## src/rtl/demux_sched_pkg.sv

```systemverilog
// -----------------------------------------------------------------------------
// demux_sched_pkg
// Shared constants, FSM state type, mode encodings and helpers for the
// demux_scheduler block (the sequencer that feeds the 1-to-4 2-bit demux).
// -----------------------------------------------------------------------------
package demux_sched_pkg;

   localparam int NUM_CH = 4;
   localparam int CH_W   = 2;

   typedef enum logic {
      IDLE = 1'b0,
      HOLD = 1'b1
   } state_e;

   localparam logic MODE_RR  = 1'b0;
   localparam logic MODE_FIX = 1'b1;

   // One-hot decode of a channel number, matching the demux W/X/Y/Z outputs.
   function automatic logic [NUM_CH-1:0] onehot4(input logic [CH_W-1:0] sel);
      onehot4 = 4'b0001 << sel;
   endfunction

endpackage

```

## src/rtl/demux_scheduler_rr_pointer.sv

```systemverilog
// -----------------------------------------------------------------------------
// rr_pointer
// Round-robin channel pointer with burst counter for demux_scheduler.
//
// Optional feature (macro DEMUX_SCHED_SKIP_EN): in round-robin mode, when the
// pointer channel is not ready at accept, the first ready channel in the order
// pointer+1, +2, +3 is chosen instead.
//
// Ports:
//   clk          in   clock, rising edge
//   rst_n        in   asynchronous active-low reset
//   i_advance    in   a round-robin word is accepted this cycle
//   i_out_ready  in   per-channel consumer ready (used by the skip logic)
//   i_mode       in   MODE_RR / MODE_FIX
//   o_chosen     out  channel to load on a round-robin accept
// -----------------------------------------------------------------------------
module rr_pointer
   import demux_sched_pkg::*;
#(
   parameter int BURST_LEN = 1
) (
   input  logic              clk,
   input  logic              rst_n,
   input  logic              i_advance,
   input  logic [NUM_CH-1:0] i_out_ready,
   input  logic              i_mode,
   output logic [CH_W-1:0]   o_chosen
);

`ifdef DEMUX_SCHED_SKIP_EN
   localparam bit SKIP_EN = 1'b1;
`else
   localparam bit SKIP_EN = 1'b0;
`endif

   logic [CH_W-1:0] r_ptr;
   logic [3:0]      r_cnt;
   logic            r_mode_q;

   logic            w_found;
   logic [CH_W-1:0] w_skip_ch;
   logic [CH_W-1:0] w_idx;
   logic            w_skip;
   logic [3:0]      w_cnt_base;
   logic [3:0]      w_cnt_inc;

   // Search pointer+3 down to pointer+1 so the nearest ready channel wins.
   // NOTE: every always_comb output gets a default first; a path that leaves
   // one unassigned would infer a latch.
   always_comb begin
      w_found   = 1'b0;
      w_skip_ch = r_ptr;
      w_idx     = r_ptr;
      for (int k = NUM_CH - 1; k >= 1; k--) begin
         w_idx = r_ptr + CH_W'(k);
         if (i_out_ready[w_idx]) begin
            w_found   = 1'b1;
            w_skip_ch = w_idx;
         end
      end
   end

   assign w_skip   = SKIP_EN && (i_mode == MODE_RR) && !i_out_ready[r_ptr] && w_found;
   assign o_chosen = w_skip ? w_skip_ch : r_ptr;

   // A MODE change restarts the burst; an accept in the same cycle counts
   // from the cleared value.
   assign w_cnt_base = (i_mode != r_mode_q) ? 4'd0 : r_cnt;
   assign w_cnt_inc  = w_cnt_base + 4'd1;

   // NOTE: sequential state uses non-blocking assignments only, so every
   // register samples pre-edge values regardless of statement order.
   always_ff @(posedge clk or negedge rst_n) begin
      if (!rst_n) begin
         r_ptr    <= '0;
         r_cnt    <= '0;
         r_mode_q <= MODE_RR;
      end else begin
         r_mode_q <= i_mode;
         if (i_advance && w_skip) begin
            // A skip starts a fresh burst on the chosen channel; with a burst
            // of one that burst is already complete.
            if (BURST_LEN == 1) begin
               r_ptr <= w_skip_ch + CH_W'(1);
               r_cnt <= '0;
            end else begin
               r_ptr <= w_skip_ch;
               r_cnt <= 4'd1;
            end
         end else if (i_advance) begin
            if (w_cnt_inc == 4'(BURST_LEN)) begin
               r_cnt <= '0;
               r_ptr <= r_ptr + CH_W'(1);
            end else begin
               r_cnt <= w_cnt_inc;
            end
         end else begin
            r_cnt <= w_cnt_base;
         end
      end
   end

endmodule

```

## src/rtl/demux_scheduler.sv

```systemverilog
// -----------------------------------------------------------------------------
// demux_scheduler
// Sequencer in front of the 1-to-4 2-bit demultiplexer. Accepts words through
// a valid/ready handshake, holds one word in an output register and presents
// it as demux A/SEL plus a one-hot per-channel valid strobe.
//
// Optional feature (macro DEMUX_SCHED_SKIP_EN): round-robin skips a non-ready
// channel at accept (implemented in rr_pointer).
//
// Ports:
//   clk          in   clock, rising edge
//   rst_n        in   asynchronous active-low reset
//   i_in_data    in   input word
//   i_in_valid   in   input word valid
//   o_in_ready   out  a word can be accepted this cycle
//   i_mode       in   0 = round-robin, 1 = fixed channel
//   i_fix_sel    in   destination channel in fixed mode
//   o_a          out  held word (demux A)
//   o_sel        out  held channel (demux SEL)
//   o_out_valid  out  one-hot valid, bit SEL high while a word is held
//   i_out_ready  in   per-channel consumer ready
//   o_busy       out  a word is held
// -----------------------------------------------------------------------------
module demux_scheduler
   import demux_sched_pkg::*;
#(
   parameter int DATA_W    = 2,
   parameter int BURST_LEN = 1
) (
   input  logic              clk,
   input  logic              rst_n,
   input  logic [DATA_W-1:0] i_in_data,
   input  logic              i_in_valid,
   output logic              o_in_ready,
   input  logic              i_mode,
   input  logic [CH_W-1:0]   i_fix_sel,
   output logic [DATA_W-1:0] o_a,
   output logic [CH_W-1:0]   o_sel,
   output logic [NUM_CH-1:0] o_out_valid,
   input  logic [NUM_CH-1:0] i_out_ready,
   output logic              o_busy
);

   state_e            r_state;
   state_e            w_next_state;
   logic [DATA_W-1:0] r_a;
   logic [CH_W-1:0]   r_sel;

   logic              w_in_fire;
   logic              w_out_fire;
   logic              w_advance;
   logic [CH_W-1:0]   w_rr_chosen;
   logic [CH_W-1:0]   w_chosen;

   // In HOLD the slot frees exactly when the held word leaves, so a new word
   // can be taken in the same cycle (1 word/cycle throughput).
   assign o_in_ready = (r_state == IDLE) || i_out_ready[r_sel];
   assign w_in_fire  = i_in_valid && o_in_ready;
   assign w_out_fire = (r_state == HOLD) && i_out_ready[r_sel];
   assign w_advance  = w_in_fire && (i_mode == MODE_RR);
   assign w_chosen   = (i_mode == MODE_FIX) ? i_fix_sel : w_rr_chosen;

   rr_pointer #(
      .BURST_LEN (BURST_LEN)
   ) u_rr_pointer (
      .clk         (clk),
      .rst_n       (rst_n),
      .i_advance   (w_advance),
      .i_out_ready (i_out_ready),
      .i_mode      (i_mode),
      .o_chosen    (w_rr_chosen)
   );

   always_ff @(posedge clk or negedge rst_n) begin
      if (!rst_n) r_state <= IDLE;
      else        r_state <= w_next_state;
   end

   always_comb begin
      w_next_state = r_state;
      o_busy       = 1'b0;
      o_out_valid  = '0;
      case (r_state)
         IDLE: begin
            if (w_in_fire) w_next_state = HOLD;
         end
         HOLD: begin
            o_busy      = 1'b1;
            o_out_valid = onehot4(r_sel);
            if (w_out_fire && !w_in_fire) w_next_state = IDLE;
         end
         default: w_next_state = IDLE;
      endcase
   end

   // NOTE: the one-entry data register is reset as well, because A/SEL are
   // visible demux inputs and must read 0 after reset, not stale data.
   always_ff @(posedge clk or negedge rst_n) begin
      if (!rst_n) begin
         r_a   <= '0;
         r_sel <= '0;
      end else if (w_in_fire) begin
         r_a   <= i_in_data;
         r_sel <= w_chosen;
      end
   end

   assign o_a   = r_a;
   assign o_sel = r_sel;

endmodule

```

## config.mk

```make
export PLATFORM = sky130hd
export DESIGN_NAME = demux_scheduler
export DESIGN_NICKNAME = d
export VERILOG_FILES = /design/src/rtl/demux_sched_pkg.sv /design/src/rtl/demux_scheduler_rr_pointer.sv /design/src/rtl/demux_scheduler.sv
export SDC_FILE = /design/constraint.sdc
export NUM_CORES = 1
export LEC_CHECK = 0
export CAP_MARGIN = 25
export CORE_MARGIN = 3
export CORE_UTILIZATION = 43
export DETAILED_ROUTE_END_ITERATION = 10
export PLACE_DENSITY = 0.79
export SLEW_MARGIN = 20
export SYNTH_ARGS = -nofsm -noshare
export SYNTH_HDL_FRONTEND = slang
export SYNTH_SLANG_ARGS = --single-unit
```

## constraint.sdc

```tcl
create_clock -name clk -period 1.85 [get_ports clk]
set_input_delay 0.2775 -clock clk [delete_from_list [all_inputs] [get_ports clk]]
set_output_delay 0.2775 -clock clk [all_outputs]
set_load 0.01 [all_outputs]
```

=== After elaboration in Yosys (flattened, before gate mapping) ===
Cells that the tools add are included.

* Word-level logic and storage cells: 32
* Flip-flop bits (word level): 12
* Output and inout port bits: 10

* Bitwise operators: 2
* Add/subtract/negate cells: 2
* Equality and inequality tests: 2
* Reductions and logical operators: 7
* Shift-type cells: 1
* $lt $le $gt $ge: 1
* Muxes and demuxes: 11

{| class="wikitable"
|+ Operator list
! cell !! count
|-
| 2-to-1 mux 4 bit || 4
|-
| adder 4 x 1 -> 4 bit, second input constant || 1
|-
| equality test 4 x 1 -> 1 bit, second input constant || 1
|-
| logical AND 1 bit || 4
|-
| 2-to-1 mux 1 bit || 4
|-
| << shifter 1 x 2 -> 4 bit, first input constant || 1
|-
| less-than comparator 2 x 3 -> 1 bit, second input constant || 1
|-
| adder 2 x 1 -> 2 bit, second input constant || 1
|-
| binary-select mux 1 bit (select 2 bit) || 1
|-
| 2-to-1 mux 2 bit || 1
|-
| inverter 1 bit || 2
|-
| case mux 1 bit (2 select lines) || 1
|-
| AND reduction 2 bit || 1
|-
| logical NOT 1 bit || 1
|-
| logical OR 1 bit || 1
|-
| inequality test 1 bit || 1
|}

=== Depth between registers and ports, before layout ===
* Depth in word-level cells: 8
* Depth in mapped cells: 6

=== Modules after synthesis ===
Synthesis repeated with hierarchy kept, for this count alone.

* Cells, all modules: 59
* Area total of the unflattened synthesis: 673.1 µm²

{| class="wikitable"
|+ By module, submodules not included
! module !! sequential area each (µm²) !! area an instance (µm²) !! cells each !! instances
|-
| demux_scheduler || 125.1 || 357.8 || 32 || 1
|-
| rr_pointer || 175.2 || 315.3 || 27 || 1
|}

=== Least setup slack after synthesis ===
OpenSTA, ideal clock, no wires.

* Kind: register to register
* From: register r_sel[1], in the netlist o_sel[1]
* To: register u_rr_pointer.r_cnt[2]
* Period minus slack after synthesis: 1480 ps
* Setup time: 120 ps
* Stages on the path, launching flop included: 7
* Slack: 370 ps
* Arrival time: 1361 ps
* Buffers on the path: 2
* Path through: dfrtp_1 > buf_4 > mux2i_1 > a22oi_4 > buf_6 > a21oi_1 > a31o_1

* Longest elaborated chain between the ends: 6

{| class="wikitable"
|+ Ends and longest elaborated chain
! element !! RTL line !! source
|-
| from (decl) || demux_scheduler.sv:47 || <nowiki>logic [CH_W-1:0] r_sel;</nowiki>
|-
| from (signal assigned) || demux_scheduler.sv:104 || <nowiki>r_sel <= w_chosen;</nowiki>
|-
| binary-select mux 1 bit (select 2 bit) || demux_scheduler.sv:57 || <nowiki>assign o_in_ready = (r_state == IDLE) || i_out_ready[r_sel];</nowiki>
|-
| 2-to-1 mux 1 bit (implied by the code) || demux_scheduler.sv:57 ||
|-
| logical OR 1 bit || demux_scheduler.sv:57 ||
|-
| via o_in_ready || demux_scheduler.sv:34 || <nowiki>output logic o_in_ready,</nowiki>
|-
| logical AND 1 bit || demux_scheduler.sv:58 || <nowiki>assign w_in_fire = i_in_valid && o_in_ready;</nowiki>
|-
| logical AND 1 bit || demux_scheduler.sv:60 || <nowiki>assign w_advance = w_in_fire && (i_mode == MODE_RR);</nowiki>
|-
| 2-to-1 mux 4 bit || demux_scheduler_rr_pointer.sv:90 || <nowiki>end else if (i_advance) begin</nowiki>
|-
| to (signal assigned) || demux_scheduler_rr_pointer.sv:95 || <nowiki>r_cnt <= w_cnt_inc;</nowiki>
|-
| to (signal assigned) || demux_scheduler_rr_pointer.sv:98 || <nowiki>r_cnt <= w_cnt_base;</nowiki>
|-
| to (decl) || demux_scheduler_rr_pointer.sv:37 || <nowiki>logic [3:0] r_cnt;</nowiki>
|}

The timed path passes the listed nets, and every way through them passes these cells. The select of a mux whose other input is x is not followed.
A chain may end at the register's enable or synchronous reset.

=== Worst setup path after layout ===
* From: register r_sel[1], in the netlist o_sel[1]
* To: output o_in_ready

* Longest elaborated chain between the ends: 3

{| class="wikitable"
|+ Ends and longest elaborated chain
! element !! RTL line
|-
| binary-select mux 1 bit (select 2 bit) || demux_scheduler.sv:57
|-
| 2-to-1 mux 1 bit (implied by the code) || demux_scheduler.sv:57
|-
| logical OR 1 bit || demux_scheduler.sv:57
|-
| to (decl) || demux_scheduler.sv:34
|}

No other way between the ends. The select of a mux whose other input is x is not followed.

==> summary.md <==
The number of synthesized flops with an enable pin is 0, and the total of flip-flops plus latches after synthesis is 12. Synthesis produced a netlist whose cell count is 57. Entering global routing, the biggest net connects 15 pins. The endpoint kind of the worst setup timing path is a primary output. IR analysis of the VDD net gives a maximum drop of 949.2 uV. The logs give 63.88% for the remaining max-slew budget at the tightest pin and 0.26 ns for the clock insertion delay at the later pin of the skew report. For the pin with the worst max-slew slack, the measured transition is 0.5401 ns. In this run the deepest clock path goes through 2 buffers. The global-route wire length before repair is 2.187 mm, and the cell leakage power is 0.4899 nW. The flow ran to the end, and the final reports show no timing, DRC or antenna violations.

TritonCTS built the clock tree. The proportion of register bits with asynchronous set or reset after synthesis was 100.0%. After detailed routing, the number of remaining DRC violations is 0. The tools report the number of rows in the core area as 13. In this run the worst path has a maximum fanout of 2. The data arrival time of the worst path is 1.43 ns, and the share of the clock period used by the worst path is 92.48%.

The average instance in the mapped netlist occupies 11.44 um^2. The required arrival time at the worst endpoint is 1.57 ns, and the final antenna-violating net count is 0. The critical path is of the register to primary output type. Number of distinct standard cells referenced by the synthesized netlist: 22. The first routing iteration left 6 violations. The layout-stage area growth over the synthesis result was 47.41%.

Between clock sinks in the finished design, the worst skew comes to 0.002549 ns. For this run, the leading register cell type out of synthesis is sky130_fd_sc_hd__dfrtp_1. Cell type with the largest total area after synthesis: sky130_fd_sc_hd__dfrtp_1. The post-synthesis sequential area ratio is 46.07%, and the overall die width is 44.94 um. The number of nets handed over by synthesis was 69. For the detailed-router iteration count before antenna repair, the log shows 4. During I/O placement, the number of pins put on the boundary was 22.

Setup repair after global routing left no endpoint under its margin. The tools report the H-tree level count as 1. After detailed routing, the average wire length per cell comes to 12.85 um.

The region available for standard cell placement spans 1366 um^2. The root buffer cell chosen for the clock tree is sky130_fd_sc_hd__clkbuf_4. Leaving out fill and tap cells, the most frequent cell in the layout is sky130_fd_sc_hd__clkdlybuf4s50_1. After filler insertion, the fill cell instance count of the layout stands at 99.

The worst setup path is launched from a register. The logs give 500 for the number of global-route vias before repair and 0 ns for the final setup TNS. Once detailed placement completed, the half-perimeter wirelength came to 1.035 mm.

Global routing used 14.85% of the available tracks across all layers. The clock sink count is 12. Of the post-synthesis cell area, the dominant cell type holds 46.07%. The library cells used most frequently in the layout, excluding fill and tap cells, are 17 x sky130_fd_sc_hd__clkdlybuf4s50_1, 11 x sky130_fd_sc_hd__dfrtp_1, 6 x sky130_fd_sc_hd__mux2i_1, 6 x sky130_fd_sc_hd__buf_4, 5 x sky130_fd_sc_hd__a21oi_1.

Subtracting the final worst setup slack from the clock period gives 1.711 ns. Across all hold checks on the routed design, the worst slack comes to 0.3661 ns. After detailed routing, the number of vias per cell comes to 5.178.

The number of buffers inserted for hold repair after clock tree synthesis came out at 0. Total count of max-transition violations in the final report: 0. Fmax: 0.5845 GHz. The cell area after synthesis is 651.9 um^2.

The path class of the tightest hold or removal check is primary input to asynchronous set/reset pin. Placer congestion estimate: 0.7682. The number of port buffers works out to 21. The number of violations of the max-capacitance limit is 0, and the clock-pin slew on the worst setup and hold paths is 0.07 ns.

The setup-violating endpoint count in the final report was 0; the routed via count was 523. For the number of buffers added by the clock tree synthesis step, the log shows 3. For the hold violation total from the final report, the log shows 0.

The fraction of layout instances using a drive strength above 1 is 20.93%. The tools report the initial antenna violation count as 0. The die is 44.94 um tall. Global routing finished with a remaining overflow of 0. In the final design database the tool counted 99 nets. For the total wire length, the log shows 1.298 mm. In the post-synthesis netlist, the biggest area contributors are sky130_fd_sc_hd__dfrtp_1 46%, sky130_fd_sc_hd__mux2i_1 9.2%, sky130_fd_sc_hd__a21oi_1 3.8%. The power density of the placed cells works out to 1266 nW/um^2.

The repair_antennas step left the layout with diodes totalling 0. During synthesis, Yosys emitted a total of 0 warnings. The die covers 2019 um^2. Once the floorplan was initialized, standard cells occupied 47.71% of the core.
## report_power, final
part / total [mW] / leakage (nW) / internal [mW] / switching [mW]
Clock: 0.198 / 0.0210 / 0.119 / 0.0789
Combinational: 0.620 / 0.322 / 0.356 / 0.264
Sequential: 0.399 / 0.147 / 0.339 / 0.0600
## per-layer routing
metal	GRT usage (%)	share of wire [%]	up-vias
met4	7.018	0.69	0
met1	18.02	44	245
met3	3.586	6.5	2
li1	-	-	260
met2	24.58	49	16
met5	0	0	-
## cells in the mapped netlist (2+ instances only)
cell type	count
sky130_fd_sc_hd__a31oi_1	2
sky130_fd_sc_hd__mux2i_1	6
sky130_fd_sc_hd__nand2_1	4
sky130_fd_sc_hd__nor2b_1	4
sky130_fd_sc_hd__mux2_1	2
sky130_fd_sc_hd__xnor2_1	2
sky130_fd_sc_hd__nand2b_1	3
sky130_fd_sc_hd__a21oi_1	5
sky130_fd_sc_hd__and3_1	2
sky130_fd_sc_hd__a31o_1	2
sky130_fd_sc_hd__dfrtp_1	12
sky130_fd_sc_hd__nand3_1	2
sky130_fd_sc_hd__and2_1	2
## through the flow
stage	worst slack [ns]	cell area, um^2	cells	total power [mW]	utilization, %
CTS	-0.002955	944.7	100	1.227	69.14
finish	0.1390	960.9	101	1.217	70.33
global route	0.03553	960.9	101	1.305	70.33
floorplan	0.3697	651.9	57	0.7296	-
global placement	-0.03686	899.6	96	0.9886	65.84
detailed placement	-0.06253	899.6	96	1.004	65.84
## sequential cells by signal, summed over array words and instances, names as in the netlist
name,cells
o_sel,2
o_a,2
r_state,1
u_rr_pointer.r_cnt,4
u_rr_pointer.o_chosen,2
u_rr_pointer.r_mode_q,1
## worst max-delay path: stages, from the launching register on
cell and delay (ns):
sky130_fd_sc_hd__dfrtp_1 0.38, sky130_fd_sc_hd__buf_4 0.14, sky130_fd_sc_hd__mux2i_1 0.24, sky130_fd_sc_hd__a22oi_4 0.12
sky130_fd_sc_hd__dlygate4sd2_1 0.29
## final timing paths
kind | slack [ns] | from | endpoint | depth (start not counted)
max reg2reg | 0.23 | o_sel[1]$_DFFE_PN0P_ | o_a[1]$_DFFE_PN0P_ | 6
max in group asynchronous | 1.10 | rst_n | o_sel[0]$_DFFE_PN0P_ | 1
min in group clk | 0.50 | u_rr_pointer.o_chosen[1]$_DFFE_PN0P_ | u_rr_pointer.o_chosen[1]$_DFFE_PN0P_ | 1
max | 0.14 | o_sel[1]$_DFFE_PN0P_ | o_in_ready | 4
min | 0.37 | rst_n | u_rr_pointer.r_cnt[2]$_DFF_PN0_ | 1
min reg2reg | 0.50 | u_rr_pointer.o_chosen[1]$_DFFE_PN0P_ | u_rr_pointer.o_chosen[1]$_DFFE_PN0P_ | 1
## repair_timing
item,4_1_cts,5_1_grt
hold endpoints to repair,0,0
cloned,0,0
pin swaps,0,0
setup endpoints to repair,3,4
setup buffers,0,1
resized for setup,4,4
## cells by family (layout without fill, tap and decap cells)
family          after synthesis  after routing  share of synthesized area, %
simple gates                 21             21                         19.00
flops                        12             12                         46.07
mux                           8              8                         12.67
buf+inv                       2             31                         2.879
xor+xnor                      3              3                         5.184
compound gates               11             11                         14.20
## cell type report
cell class              instances  area, um^2  area share [%]
clock buffers                   4       36.28           3.776
multi-input cells              43       342.8           35.68
flip-flops and latches         12       301.5           31.38
well taps                      15       18.77           1.953
repair buffers                 27       261.5           27.21
Power figures use the tool's default switching activity.
